### src/rtl/nibble_search_ctrl.sv
// Scan sequencer for a DEPTH-entry nibble table using one shared W-bit equality comparator.
// Optional macro NIBBLE_SEARCH_COUNT_EN: full-table scan with a match counter instead of first-match exit.

module nibble_eq #(
   parameter int W = 4
) (
   input  logic [W-1:0] a_i,
   input  logic [W-1:0] b_i,
   output logic         eq_o
);
   logic [W-1:0] bit_eq;

   assign bit_eq = ~(a_i ^ b_i);
   assign eq_o   = &bit_eq;
endmodule

// state | meaning
// IDLE  | waiting for start; result outputs hold the last search
// SCAN  | comparing table[ptr] against the latched key, one entry per clock
// DONE  | one-cycle completion pulse, then back to IDLE
module nibble_search_ctrl #(
   parameter int W     = 4,
   parameter int DEPTH = 8,
   parameter int AW    = 3
) (
   input  logic          clk,
   input  logic          rst_n,
   input  logic          wr_en,
   input  logic [AW-1:0] wr_addr,
   input  logic [W-1:0]  wr_data,
   input  logic          start,
   input  logic [W-1:0]  key,
   output logic          busy,
   output logic          done,
   output logic          found,
   output logic [AW-1:0] index,
   output logic [AW:0]   match_cnt
);

   typedef enum logic [1:0] {
      S_IDLE = 2'd0,
      S_SCAN = 2'd1,
      S_DONE = 2'd2
   } state_t;

   state_t        state_q, state_d;
   logic [W-1:0]  table_q [DEPTH];
   logic [W-1:0]  key_q, key_d;
   logic [AW-1:0] ptr_q, ptr_d;
   logic          found_q, found_d;
   logic [AW-1:0] index_q, index_d;
   logic          hit;
   logic          last;

   assign last = (ptr_q == AW'(DEPTH - 1));

   // The only equality logic in the block; everything else keys off hit.
   nibble_eq #(.W(W)) u_eq (
      .a_i  (key_q),
      .b_i  (table_q[ptr_q]),
      .eq_o (hit)
   );

   always_ff @(posedge clk or negedge rst_n) begin
      if (!rst_n) begin
         for (int i = 0; i < DEPTH; i++) begin
            table_q[i] <= '0;
         end
      end else if (wr_en) begin
         table_q[wr_addr] <= wr_data;
      end
   end

`ifdef NIBBLE_SEARCH_COUNT_EN
   logic [AW:0] cnt_q, cnt_d;

   always_ff @(posedge clk or negedge rst_n) begin
      if (!rst_n) begin
         cnt_q <= '0;
      end else begin
         cnt_q <= cnt_d;
      end
   end

   assign match_cnt = cnt_q;
`else
   assign match_cnt = '0;
`endif

   always_ff @(posedge clk or negedge rst_n) begin
      if (!rst_n) begin
         state_q <= S_IDLE;
         key_q   <= '0;
         ptr_q   <= '0;
         found_q <= 1'b0;
         index_q <= '0;
      end else begin
         state_q <= state_d;
         key_q   <= key_d;
         ptr_q   <= ptr_d;
         found_q <= found_d;
         index_q <= index_d;
      end
   end

   always_comb begin
      state_d = state_q;
      key_d   = key_q;
      ptr_d   = ptr_q;
      found_d = found_q;
      index_d = index_q;
`ifdef NIBBLE_SEARCH_COUNT_EN
      cnt_d   = cnt_q;
`endif
      case (state_q)
         S_IDLE: begin
            if (start) begin
               key_d   = key;
               ptr_d   = '0;
               found_d = 1'b0;
               index_d = '0;
`ifdef NIBBLE_SEARCH_COUNT_EN
               cnt_d   = '0;
`endif
               state_d = S_SCAN;
            end
         end
         S_SCAN: begin
`ifdef NIBBLE_SEARCH_COUNT_EN
            // Full sweep; index keeps the first hit because found_q is still low then.
            if (hit) begin
               cnt_d   = cnt_q + (AW + 1)'(1);
               found_d = 1'b1;
               if (!found_q) begin
                  index_d = ptr_q;
               end
            end
            if (last) begin
               state_d = S_DONE;
            end else begin
               ptr_d = ptr_q + AW'(1);
            end
`else
            if (hit) begin
               found_d = 1'b1;
               index_d = ptr_q;
               state_d = S_DONE;
            end else if (last) begin
               found_d = 1'b0;
               index_d = '0;
               state_d = S_DONE;
            end else begin
               ptr_d = ptr_q + AW'(1);
            end
`endif
         end
         S_DONE: begin
            state_d = S_IDLE;
         end
         default: begin
            state_d = S_IDLE;
         end
      endcase
   end

   assign busy  = (state_q == S_SCAN);
   assign done  = (state_q == S_DONE);
   assign found = found_q;
   assign index = index_q;

endmodule

### config.mk
export PLATFORM = sky130hd
export DESIGN_NAME = nibble_search_ctrl
export DESIGN_NICKNAME = d
export VERILOG_FILES = /design/src/rtl/nibble_search_ctrl.sv
export SDC_FILE = /design/constraint.sdc
export NUM_CORES = 1
export LEC_CHECK = 0
export BUFFER_PORTS_ARGS = -buffer_cell sky130_fd_sc_hd__buf_4
export CAP_MARGIN = 10
export CORE_UTILIZATION = 45
export DETAILED_ROUTE_END_ITERATION = 7
export PLACE_DENSITY = 0.67
export SETUP_SLACK_MARGIN = 0.3
export SYNTH_ARGS = -nofsm -noshare
export SYNTH_HDL_FRONTEND = slang
export SYNTH_SLANG_ARGS = --single-unit
### constraint.sdc
create_clock -name clk -period 3 [get_ports clk]
set_input_delay 0.15 -clock clk [delete_from_list [all_inputs] [get_ports clk]]
set_output_delay 0.15 -clock clk [all_outputs]
set_load 0.005 [all_outputs]
==> reports/metrics.cfg <==
[final_layout]
post-route-util_pct=53.7
finalNetCount=192
antennaDiodeCount=0
drive_gt1_share_pct=40.8
area_delta_synth_final_pct=11.9
layout.cells.non_filler=226
fin_area_um2=2400

[synth]
yosys-top-cells-area=dfrtp_1 52%, mux2_2 19%, mux4_2 6.3%, mux2i_1 4.7%, xor2_1 1.6%
syn_inst=151
ys.flop_type=dfrtp_1
synth_top_area_share_pct=52.4
ys_seq_elements=45
ys_types=30
synthTopCellsByCount=45 x dfrtp_1, 36 x mux2_2, 10 x mux2i_1, 6 x mux4_2, 6 x nor2_1
synth.avg_cell_area_um2=14.2
synth_largest_area_cell=dfrtp_1
synthArstFlopShare_pct=100
yosysSeqAreaShare_pct=52.4
synth_most_common_cell=dfrtp_1
synth_edf_count=0
syn_area_um2=2150
synth_warnings=0

[die]
ioPinCount=25
dieArea_um2=5050
die_w_um=71.1
dieHeight_um=71.1
num_rows=24
initial_core_util_pct=48.0
coreArea_um2=4470

[critical_path]
start_kind=register
cp.arrival_ns=2.59
critPathTopFamily=multiplexers
cp-end-kind=register
crit_required_ns=3.18
critical_path_class=reg -> reg
path_max_fanout=12
cp_slowest_cell=dfrtp_1
worst-path-buf-inv=1
critical_path.max_stage_delay_ns=0.51
worstPathCellList=buf_4, mux2i_1, mux4_2, xor2_1, nand4_2, a211o_1, a22o_1

[min_path]
hp-class=in -> reg

[power]
irDropWorstVdd_mv=0.392
p_seq_share_pct=45.7
pwr-share-clk_pct=16.5
power_mw=2.05
internal_power_mw=1.38
leakage_nw=1.08
swShare_pct=33.0
p_comb_share_pct=37.9
switching_power_uw=676
p_per_area_nw_per_um2=853

[cts]
clock_latency_ns=0.29
postCtsSetupRepairBufs=0
h-tree-depth=2
numCtsBuffers=5
cts_max_path_buffers=2
clock_sinks=45
path_clk_slew_ns=0.08
tritoncts=built
cts_hold_buf=1
cts_resized=0
clock_tree.root_cell=clkbuf_8

[sta]
fin_crit_sh_pct=80.5
worst_slack_ns=0.584
relSlewSlack_pct=39.1
fin_setup_tns_ns=0
fin_crit_ns=2.42
whs_ns=0.0848
fin_skew_ns=0.00573
rsz0062_at_grt=false
tightest_slew_ns=0.912
finalSetupViolations=0
fmax_mhz=414
timing.final.max_slew_violations=0
hold_viol=0

[detailed_routing]
wl_per_cell_um=18.0
vias_per_cell=5.69
vias=1285
dr.first_iter.drc_count=36
antenna_left=0
drc=0
drt_pass1_iterations=6
wl_mm=4.06

[grt]
first_global_vias=1305
track_usage_pct=18.2
grt_overflow=0
grt_pass1_wl_mm=6.79
grt_max_degree=46
antenna_found_initial=0

[placement]
portBuffers=20
place_area_um2=2320
preCtsSetupSlack_ns=0.592
dpl.hpwl_mm=3.02
post-place-cells=219
gp_congestion=0.808

[outcome]
outcome=complete, no violations

[flow_run]
max-cap-violations=0

==> path summary, 6_finish.rpt <==
check	startpoint	cells past startpoint	end	slack (ns)
worst max-delay path	ptr_q[0]$_DFFE_PN0P_	7	index[2]$_DFFE_PN0P_	0.58
worst min-delay path	key[1]	2	key_q[1]$_DFFE_PN0P_	0.08
max in group asynchronous	rst_n	2	table_q[20]$_DFFE_PN0P_	2.23
worst min register to register	index[0]$_DFFE_PN0P_	1	index[0]$_DFFE_PN0P_	0.49
min in group asynchronous	rst_n	2	index[0]$_DFFE_PN0P_	0.39
worst max register to register	ptr_q[0]$_DFFE_PN0P_	7	index[2]$_DFFE_PN0P_	0.58
==> registers in the layout, summed over array words and instances (netlist names) <==
register and flops:
key_q 4, state_q 2, index 3, ptr_q 3
found 1, table_q 32
==> cell type report <==
| class | count | area [um2] |
|---|---|---|
| Sequential cell | 45 | 1130 |
| Clock buffer | 5 | 68.8 |
| Multi-Input combinational cell | 99 | 963 |
| Inverter | 2 | 7.51 |
| Timing Repair Buffer | 22 | 168 |
| Fill cell | 388 | 2070 |
| Tap cell | 52 | 65.1 |
| Clock inverter | 1 | 5.00 |
==> worst reg2reg max path: stages (launching register included) <==
cell	delay, ns
dfrtp_1	0.51
buf_4	0.28
mux2i_1	0.12
mux4_2	0.47
xor2_1	0.18
nand4_2	0.20
a211o_1	0.34
a22o_1	0.19
==> layer usage <==
layer | track usage (%) | vias to the layer above | wire (um)
li1 | - | 593 | -
met1 | 24.6 | 658 | 1970
met2 | 28.6 | 28 | 1880
met3 | 4.56 | 6 | 146
met4 | 6.67 | 0 | 65
met5 | 0 | - | 0
==> cell families (layout without fill, tap and decap cells) <==
kind of cell | Yosys count | count (layout) | synth area share [%]
multiplexers | 52 | 52 | 29.8
buffers and inverters | 10 | 30 | 3.20
AO/OA/AOI/OAI | 10 | 10 | 3.73
adder cells (fa/ha/maj) | 2 | 2 | 1.17
other | 1 | 4 | 0.175
AND/OR/NAND/NOR | 27 | 27 | 7.81
XOR/XNOR | 4 | 4 | 1.63
flip-flops | 45 | 45 | 52.4
==> power groups by stage <==
| stage | registers [mW] | logic, mW | clock network [mW] |
|---|---|---|---|
| after floorplan | 0.862 | 0.669 | 0 |
| after global placement | 0.945 | 0.756 | 0 |
| after detailed placement | 0.950 | 0.776 | 0 |
| after CTS | 0.940 | 0.781 | 0.349 |
| after global routing | 0.965 | 0.850 | 0.374 |
| final | 0.937 | 0.777 | 0.338 |
==> cells in the final DEF (no fill, tap or decap) <==
master	synthesis	layout
inv_1	2	2
mux2_2	36	36
mux2i_1	10	10
clkinv_2	0	1
dfrtp_1	45	45
nand2b_1	3	3
a21oi_1	1	1
dlygate4sd3_1	0	1
a22o_1	2	2
and2_1	2	2
a221o_2	1	1
a211o_1	3	3
nand4_2	1	1
nor3_1	3	3
a21o_1	1	1
o21ai_0	1	1
clkbuf_8	0	5
mux4_2	6	6
nor3b_1	3	3
and4_1	2	2
o31ai_1	1	1
conb_1	1	4
nor2b_1	1	1
nand4_1	1	1
ha_1	2	2
buf_4	4	21
nand2_1	2	2
nand4b_1	3	3
nor2_1	6	6
xor2_1	4	4
No activity file was read; power rests on OpenSTA's default activity.
